## config.mk

```make
export PLATFORM = sky130hd
export DESIGN_NAME = hcsr04_interface
export DESIGN_NICKNAME = d
export VERILOG_FILES = /design/src/rtl/aqua_pkg.sv /design/src/rtl/contador_bcd_3dig.sv /design/src/rtl/hcsr04_interface.sv
export SDC_FILE = /design/constraint.sdc
export NUM_CORES = 1
export LEC_CHECK = 0
export CAP_MARGIN = 20
export CORE_MARGIN = 1.5
export CORE_UTILIZATION = 36
export DETAILED_ROUTE_END_ITERATION = 16
export PLACE_DENSITY = 0.53
export RECOVER_POWER = 100
export SYNTH_ARGS = -nofsm -noshare
export SYNTH_HDL_FRONTEND = slang
export SYNTH_SLANG_ARGS = --single-unit
```

## constraint.sdc

```tcl
create_clock -name clock -period 2.7 [get_ports clock]
set_input_delay 0.27 -clock clock [delete_from_list [all_inputs] [get_ports clock]]
set_output_delay 0.27 -clock clock [all_outputs]
set_load 0.005 [all_outputs]
```

## src/rtl/aqua_pkg.sv

```systemverilog
// Shared definitions for the HC-SR04 front-end: state encodings, timing defaults
// and the 3-digit BCD increment helper.
package aqua_pkg;

    typedef enum logic [3:0] {
        ST_IDLE      = 4'h0,
        ST_TRIGGER   = 4'h1,
        ST_WAIT_ECHO = 4'h2,
        ST_MEASURE   = 4'h3,
        ST_DONE      = 4'h4,
        ST_TIMEOUT   = 4'hF
    } estado_t;

    localparam int unsigned CLK_HZ             = 50_000_000;
    localparam int unsigned CM_TICKS_DEF       = 2941;
    localparam int unsigned HALF_TICK_DEF      = 1470;
    localparam int unsigned TRIGGER_CYCLES_DEF = 500;
    localparam int unsigned TIMEOUT_CYCLES_DEF = 2_500_000;
    localparam int unsigned BCD_W              = 12;

    // Increment {hundreds, tens, units} with per-digit carry, holding at 999.
    function automatic logic [11:0] bcd3_inc(input logic [11:0] v);
        logic [11:0] r;
        r = v;
        if (v == 12'h999) begin
            r = v;
        end else if (v[3:0] != 4'd9) begin
            r[3:0] = v[3:0] + 4'd1;
        end else begin
            r[3:0] = 4'd0;
            if (v[7:4] != 4'd9) begin
                r[7:4] = v[7:4] + 4'd1;
            end else begin
                r[7:4]  = 4'd0;
                r[11:8] = v[11:8] + 4'd1;
            end
        end
        return r;
    endfunction

endpackage

```

## src/rtl/contador_bcd_3dig.sv

```systemverilog
// Three-digit BCD counter with synchronous clear and enable, saturating at 999.
module contador_bcd_3dig
    import aqua_pkg::*;
(
    input  logic        clock,
    input  logic        reset,
    input  logic        clear,
    input  logic        enable,
    output logic [11:0] count
);

    logic [11:0] count_r;

    // Count register: clear has priority over enable.
    always_ff @(posedge clock or negedge reset) begin
        if (!reset) begin
            count_r <= 12'h000;
        end else if (clear) begin
            count_r <= 12'h000;
        end else if (enable) begin
            count_r <= bcd3_inc(count_r);
        end else begin
            count_r <= count_r;
        end
    end

    assign count = count_r;

endmodule

```

## src/rtl/hcsr04_interface.sv

```systemverilog
// HC-SR04 front-end: trigger pulse, echo width timing and conversion to BCD centimetres
// rounded to nearest, with a timeout guard on both echo waiting phases.
module hcsr04_interface
    import aqua_pkg::*;
#(
    parameter int unsigned TRIGGER_CYCLES = TRIGGER_CYCLES_DEF,
    parameter int unsigned CM_TICKS       = CM_TICKS_DEF,
    parameter int unsigned HALF_TICK      = HALF_TICK_DEF,
    parameter int unsigned TIMEOUT_CYCLES = TIMEOUT_CYCLES_DEF
) (
    input  logic        clock,
    input  logic        reset,
    input  logic        medir,
    input  logic        echo,
    output logic        trigger,
    output logic [11:0] medida,
    output logic        pronto,
    output logic        erro,
    output logic [3:0]  db_estado
);

    localparam logic [8:0]  TRIG_LAST = 9'(TRIGGER_CYCLES - 1);
    localparam logic [11:0] CM_LAST   = 12'(CM_TICKS - 1);
    localparam logic [11:0] HALF_PRE  = 12'(HALF_TICK);
    localparam logic [21:0] TO_LAST   = 22'(TIMEOUT_CYCLES - 1);

    estado_t     state_r, state_next_s;
    logic        echo_meta_r, echo_sync_r, echo_d_r;
    logic        rise_s, fall_s;
    logic [8:0]  trig_cnt_r;
    logic [21:0] to_cnt_r;
    logic [11:0] tick_r;
    logic        bcd_clear_s, bcd_en_s;
    logic [11:0] bcd_count_s;
    logic        trigger_r, pronto_r, erro_r;
    logic [11:0] medida_r;

    // Echo synchroniser plus one delay flop for edge detection.
    always_ff @(posedge clock or negedge reset) begin
        if (!reset) begin
            echo_meta_r <= 1'b0;
            echo_sync_r <= 1'b0;
            echo_d_r    <= 1'b0;
        end else begin
            echo_meta_r <= echo;
            echo_sync_r <= echo_meta_r;
            echo_d_r    <= echo_sync_r;
        end
    end

    assign rise_s = echo_sync_r & ~echo_d_r;
    assign fall_s = ~echo_sync_r & echo_d_r;

    // State register.
    always_ff @(posedge clock or negedge reset) begin
        if (!reset) begin
            state_r <= ST_IDLE;
        end else begin
            state_r <= state_next_s;
        end
    end

    // Next-state logic; a rising echo wins over a simultaneous timeout.
    always_comb begin
        state_next_s = state_r;
        case (state_r)
            ST_IDLE: begin
                if (medir) state_next_s = ST_TRIGGER;
                else       state_next_s = ST_IDLE;
            end
            ST_TRIGGER: begin
                if (trig_cnt_r == TRIG_LAST) state_next_s = ST_WAIT_ECHO;
                else                         state_next_s = ST_TRIGGER;
            end
            ST_WAIT_ECHO: begin
                if (rise_s)                   state_next_s = ST_MEASURE;
                else if (to_cnt_r == TO_LAST) state_next_s = ST_TIMEOUT;
                else                          state_next_s = ST_WAIT_ECHO;
            end
            ST_MEASURE: begin
                if (fall_s)                   state_next_s = ST_DONE;
                else if (to_cnt_r == TO_LAST) state_next_s = ST_TIMEOUT;
                else                          state_next_s = ST_MEASURE;
            end
            ST_DONE:    state_next_s = ST_IDLE;
            ST_TIMEOUT: state_next_s = ST_IDLE;
            default:    state_next_s = ST_IDLE;
        endcase
    end

    // Trigger and timeout counters restart whenever their state is (re)entered.
    always_ff @(posedge clock or negedge reset) begin
        if (!reset) begin
            trig_cnt_r <= 9'd0;
            to_cnt_r   <= 22'd0;
        end else begin
            if (state_r == ST_TRIGGER && state_next_s == ST_TRIGGER) trig_cnt_r <= trig_cnt_r + 9'd1;
            else                                                     trig_cnt_r <= 9'd0;
            if ((state_r == ST_WAIT_ECHO || state_r == ST_MEASURE) && state_next_s == state_r)
                to_cnt_r <= to_cnt_r + 22'd1;
            else
                to_cnt_r <= 22'd0;
        end
    end

    // Centimetre tick counter; the half-tick preload turns truncation into rounding.
    always_ff @(posedge clock or negedge reset) begin
        if (!reset) begin
            tick_r <= 12'd0;
        end else if (state_r == ST_WAIT_ECHO && rise_s) begin
            tick_r <= HALF_PRE;
        end else if (state_r == ST_MEASURE) begin
            tick_r <= (tick_r == CM_LAST) ? 12'd0 : tick_r + 12'd1;
        end else begin
            tick_r <= tick_r;
        end
    end

    assign bcd_clear_s = (state_r == ST_WAIT_ECHO) && rise_s;
    assign bcd_en_s    = (state_r == ST_MEASURE) && (tick_r == CM_LAST);

    contador_bcd_3dig u_bcd (
        .clock  (clock),
        .reset  (reset),
        .clear  (bcd_clear_s),
        .enable (bcd_en_s),
        .count  (bcd_count_s)
    );

    // Output registers; pronto, medida and erro update together on leaving DONE/TIMEOUT.
    always_ff @(posedge clock or negedge reset) begin
        if (!reset) begin
            trigger_r <= 1'b0;
            pronto_r  <= 1'b0;
            erro_r    <= 1'b0;
            medida_r  <= 12'h000;
        end else begin
            trigger_r <= (state_next_s == ST_TRIGGER);
            pronto_r  <= (state_r == ST_DONE) || (state_r == ST_TIMEOUT);
            if (state_r == ST_DONE) medida_r <= bcd_count_s;
            else                    medida_r <= medida_r;
            if (state_r == ST_TIMEOUT)              erro_r <= 1'b1;
            else if (state_r == ST_IDLE && medir)   erro_r <= 1'b0;
            else                                    erro_r <= erro_r;
        end
    end

    assign trigger   = trigger_r;
    assign pronto    = pronto_r;
    assign erro      = erro_r;
    assign medida    = medida_r;
    assign db_estado = state_r;

endmodule

```

Yosys cells after proc, flatten, opt, wreduce, memory -nomap -nowiden --
Index checks and enable logic that the tools add are counted. W data, S select, Z words.
Word-level totals: logic and storage cells 75, bits in registers 77, bits of input ports 4, output and inout port bits 19
Cells by class: reduce and logical (&&, ||, !) cells 14, bitwise logic cells 4, add/subtract/negate cells 6, muxes and demuxes 21, equal/unequal tests 16
Operator list (count):
- $mux W12 | 6
- $mux W4 | 7
- $eq A12 B12 Y1 const B | 2
- $add A22 B1 Y22 const B | 1
- $eq A22 B22 Y1 const B | 1
- $mux W22 | 1
- $pmux W4 S4 | 1
- $add A12 B1 Y12 const B | 1
- $add A4 B1 Y4 const B | 3
- $add A9 B1 Y9 const B | 1
- $eq A9 B9 Y1 const B | 1
- $mux W9 | 1
- $eq A4 B1 Y1 const B | 2
- $eq A4 B2 Y1 const B | 2
- $mux W8 | 1
- $ne A4 B4 Y1 const B | 2
- $ne A2 B2 Y1 const B | 3
- $reduce_bool A2 Y1 | 3
- $logic_and A1 B1 Y1 | 5
- $eq A4 B3 Y1 const B | 1
- $eq A4 B4 Y1 | 1
- $eq A4 B4 Y1 const B | 1
- $logic_not A4 Y1 | 1
- $reduce_and A4 Y1 | 1
- other kinds (7) | 12

Longest topological paths before layout --
depth after elaboration 7, mapped depth 7, gate-level depth less buffers 6

Cells and area by module --
Synthesis repeated with hierarchy kept, for this count alone.
Unflattened totals: cell total of the unflattened synthesis 382, area total of the unflattened synthesis 3981.3 um2
By module, submodules not included:
- hcsr04_interface | times used 1, sequential area each 1626.6 um2, area an instance 3235.6 um2, cells an instance 305
- contador_bcd_3dig | times used 1, sequential area each 300.3 um2, area an instance 745.7 um2, cells an instance 77

Worst setup path before layout --
No wires, ideal clock.
path kind register -> register, start register state_r[3] (netlist: db_estado[3]), end register u_bcd.count_r[6] (netlist: u_bcd.count[6]), data arrival time 1.768 ns, period minus slack after synthesis 1.848 ns, library setup time 0.079 ns, setup slack 0.852 ns, required time 2.621 ns, cell stages (with the launch flop) 7, cell sequence dfrtp_1 -> buf_2 -> nand4bb_1 -> or3b_1 -> clkbuf_1 -> nor3_1 -> mux2i_1
On the way: cells in the longest elaborated chain, start to end 4, elaborated cells between the ends (all ways) 9
RTL lines:
- start, declared | RTL line hcsr04_interface.sv:27 | estado_t state_r, state_next_s;
- start signal, assigned | RTL line hcsr04_interface.sv:59 | state_r <= state_next_s;
- $eq A4 B2 Y1 (on tied branches) | RTL line hcsr04_interface.sv:119, hcsr04_interface.sv:120
- $logic_and A1 B1 Y1 (on tied branches) | RTL line hcsr04_interface.sv:119, hcsr04_interface.sv:120
- $ne A2 B2 Y1 (no source line) / $reduce_bool A2 Y1 (equally long branches)
- $reduce_and A3 Y1 (no source line)
- end signal, assigned | RTL line contador_bcd_3dig.sv:21 | count_r <= bcd3_inc(count_r);
- end signal, assigned | RTL line contador_bcd_3dig.sv:23 | count_r <= count_r;
- end, declared | RTL line contador_bcd_3dig.sv:12 | logic [11:0] count_r;
Parallel ways exist; a longest one is shown, timed or not. A chain may end at the register's enable or synchronous reset.

Worst setup path after layout --
start register to_cnt_r[9], end register to_cnt_r[8]
On the way: cells in the longest elaborated chain, start to end 7, elaborated cells between the ends (all ways) 9
RTL lines:
- start, declared | RTL line hcsr04_interface.sv:31 | logic [21:0] to_cnt_r;
- start signal, assigned | RTL line hcsr04_interface.sv:100 | to_cnt_r <= to_cnt_r + 22'd1;
- $eq A22 B22 Y1 (*) | RTL line hcsr04_interface.sv:77, hcsr04_interface.sv:82
- $mux W4 (on tied branches) | RTL line hcsr04_interface.sv:77, hcsr04_interface.sv:82
- $mux W4 (on tied branches) | RTL line hcsr04_interface.sv:76, hcsr04_interface.sv:81
- $pmux W4 S4 (*) | RTL line hcsr04_interface.sv:66 | case (state_r)
- $eq A4 B4 Y1 (*) | RTL line hcsr04_interface.sv:99 | if ((state_r == ST_WAIT_ECHO || state_r == ST_MEASURE) && state_next_s == state_r)
- $logic_and A1 B1 Y1 (*) | RTL line hcsr04_interface.sv:99
- $mux W22 (*) | RTL line hcsr04_interface.sv:99
Mark *: on every way between the ends. The rest lies on a longest branch, timed or not.

==> metrics.md <==
| Metric | Value |
|---|---|
| Outcome | completed |
| Lkg Pwr | 1.86 nW |
| Data arrival, critical path | 2450 ps |
| I/O Buffers | 22 |
| Power density cells | 441 nW/um^2 |
| Rows | 38 |
| Routed len/inst | 14.7 um |
| Req. time, crit path | 2920 ps |
| Max_cap viols | 0 |
| Post-synthesis cell type count | 56 |
| N_diodes | 0 |
| Least-Margin Pin Slew | 1080 ps |
| Sequential area share after synthesis | 0.486 |
| RePlAce Congestion | 0.766 |
| Crit path max fanout | 10 |
| Die width | 108 um |
| Post-synth EDFFs | 0 |
| F_max | 449 MHz |
| Initial Utilization | 0.368 |
| DRC | 0 |
| Post-CTS Setup Inserts | 0 |
| Synth Area in Simple Gates | 0.249 |
| Longest Clk Path Bufs | 2 |
| GR Util met1 | 0.214 |
| Drt pass-1 iters | 4 |
| Area leader, netlist | dfrtp_1 |
| Clock sink count | 77 |
| Proportion of layout cells with a drive suffix above 1 | 0.0917 |
| Mapped Cells | 407 |
| Vias in the first global route | 3,028 |
| Hold Path Class | reg -> reg |
| DRT antenna net count | 0 |
| Startpoint types | flip-flop |
| Number of synthesis warnings | 0 |
| I/O pin total | 23 |
| Clock Pin Slew Worst Setup and Hold Paths | 70 ps |
| Total power | 0.00199 W |
| GRT Util Overall | 0.160 |
| Nets | 442 |
| Die height | 108 um |
| Crit path kind | reg -> reg |
| M2 GR Usage | 0.252 |
| Final Setup Violations | 0 |
| Routed WL | 8.49 mm |
| DP HPWL | 5.89 mm |
| First-pass GRT wire length | 14.7 mm |
| Post-route design area | 4520 sq um |
| Post-Syn Nets | 417 |
| Proportion of synthesized area in mux cells | 0.0416 |
| RSZ-0062 raised after global routing | no |
| Complex-gate fraction of the synthesized area | 0.129 |
| Initial antenna violation count | 0 |
| Placed inst area | 4360 sq um |
| Largest family of logic cells by synthesized area | simple AND/OR/NAND/NOR gates |
| Synthesis-to-layout area growth | 13.8% |
| GRT busiest layer | met2 |
| Ys async rst share | 1.00 |
| Max transition margin | 0.279 |
| Total CTS buffers | 9 |
| Clock Skew | 7.80 ps |
| Synth top area cells | dfrtp_1 (49%), nor2_1 (3.5%), mux2_2 (3.4%) |
| Mapped Area | 3970 sq um |
| Synthesized-area fraction occupied by adder cells | 0.0189 |
| TritonCTS clock tree | yes |
| Final setup TNS | 0 ps |
| Dominant synthesized flop cell | dfrtp_1 |
| DR iter-0 viols | 176 |
| Clk Latency, worst-skew pair | 350 ps |
| Overflow after GRT | 0 |
| Flops & latches, synth | 77 |
| Core area | 10,800 sq um |
| GRT met3 Usage | 0.0422 |
| Fin. Hold Viols | 0 |
| Vias per cell | 5.39 |
| H-tree Lvls | 3 |
| Xor-xnor portion of the synthesized cell area | 0.0397 |
| Crit path capture type | flip-flop |
| Die ar. | 11,700 sq um |
| Routed via count | 3,107 |
| Pins over their slew limit | 0 |
| Syn_area_per_cell | 9.75 sq um |
| Min Tclk post-route | 2230 ps |
| Root buffer cell | clkbuf_8 |
| Largest net degree at the start of global routing | 43 |
| Yosys top cell area share | 0.486 |
| Tcrit/Tclk final | 0.826 |
| Maximum vdd drop | 305 uV |
registers in the layout, summed over array words and instances (netlist names):
signal       count
pronto           1
u_bcd.count     12
medida          12
erro             1
trigger          1
db_estado        4
to_cnt_r        22
tick_r          12
echo_d_r         1
echo_meta_r      1
trig_cnt_r       9
echo_sync_r      1
stage by stage:
stage	instances	util	hold WS (ps)	worst slack, ps
final	576	0.418	354	471
after global placement	560	0.404	301	656
after CTS	576	0.421	353	529
after detailed placement	560	0.404	307	553
after floorplan	407	-	-25.6	852
after global routing	576	0.418	376	188
repair_timing:
| action | in CTS | in global routing |
|---|---|---|
| hold buffers | 1 | 0 |
| endpoints found under the setup margin | 0 | 0 |
| endpoints found under the hold margin | 40 | 0 |
| gates resized for setup | 0 | 0 |
routing by layer:
metal | wire length [um] | part of all wire | up-vias
met3 | 331 | 0.039 | 10
li1 | - | - | 1541
met4 | 109 | 0.013 | 0
met1 | 4030 | 0.47 | 1507
met5 | 0 | 0 | -
met2 | 4020 | 0.47 | 49
worst max-delay path, cell delays in order, from the launching register on:
cell      delay (ps)
dfrtp_1          430
or4_1            570
nor3_1           450
a21o_1           200
clkbuf_1         350
nor2_1           100
cells in the final DEF (no fill, tap or decap), types with 3 or more instances in the layout:
cell type	count
a21o_1	3
a21oi_1	26
a31oi_1	4
and3_1	7
buf_4	5
clkbuf_1	5
clkbuf_8	12
dfrtp_1	77
dlygate4sd3_1	21
ha_1	6
inv_1	18
mux2_2	12
mux2i_1	3
nand2_1	27
nand3_1	23
nand3b_1	4
nand4_1	12
nand4bb_1	3
nor2_1	37
nor3_1	12
nor3b_1	3
nor4_1	7
nor4bb_1	3
o211a_1	3
o21ai_0	18
o31ai_1	11
or3_1	9
or4_1	10
xnor2_1	12
xor2_1	6
layout make-up:
class,count,area [sq um]
Fill cell,1069,6280
Sequential cell,77,1930
Multi-Input combinational cell,294,1890
Timing Repair Buffer,32,279
Tap cell,140,175
Clock buffer,14,173
Inverter,18,67.6
Clock inverter,1,5.00
cells by family after synthesis:
group	Yosys count
and+or+nand+nor	174
AOI/OAI and AO/OA	81
DFF	77
buffers and inverters	36
xor gates and xnor gates	18
muxes	15
adders and majority gates	6
path summary, 6_finish.rpt:
| kind | from | endpoint | slack, ps | cells past startpoint |
|---|---|---|---|---|
| worst min register to register | echo_meta_r | echo_sync_r | 350 | 0 |
| worst max-delay path | to_cnt_r[9] | to_cnt_r[8] | 470 | 5 |
| worst min-delay path | echo_meta_r | echo_sync_r | 350 | 0 |
| worst max register to register | to_cnt_r[9] | to_cnt_r[8] | 470 | 5 |
| max in group asynchronous | reset | u_bcd.count[10] | 630 | 3 |
| min in group asynchronous | reset | tick_r[5] | 650 | 2 |
cells in the mapped netlist, types with 6 or more instances:
| cell type | number |
|---|---|
| nand2_1 | 27 |
| xor2_1 | 6 |
| ha_1 | 6 |
| clkbuf_1 | 8 |
| nand4_1 | 12 |
| a21oi_1 | 26 |
| or4_1 | 10 |
| nor2_1 | 37 |
| xnor2_1 | 12 |
| mux2_2 | 12 |
| buf_2 | 8 |
| o21ai_0 | 17 |
| nor4_1 | 7 |
| and3_1 | 7 |
| o31ai_1 | 11 |
| inv_1 | 18 |
| or3_1 | 9 |
| nand3_1 | 23 |
| dfrtp_1 | 77 |
| nor3_1 | 11 |
report_power, final:
part / total, W / internal [W] / leakage, nW / switching [W]
sequential: 0.00116 / 0.00115 / 1.04 / 0.00000228
combinational: 0.0000313 / 0.00000623 / 0.725 / 0.0000251
clock: 0.000802 / 0.000404 / 0.0926 / 0.000397
(Power assumes the default switching activity.)
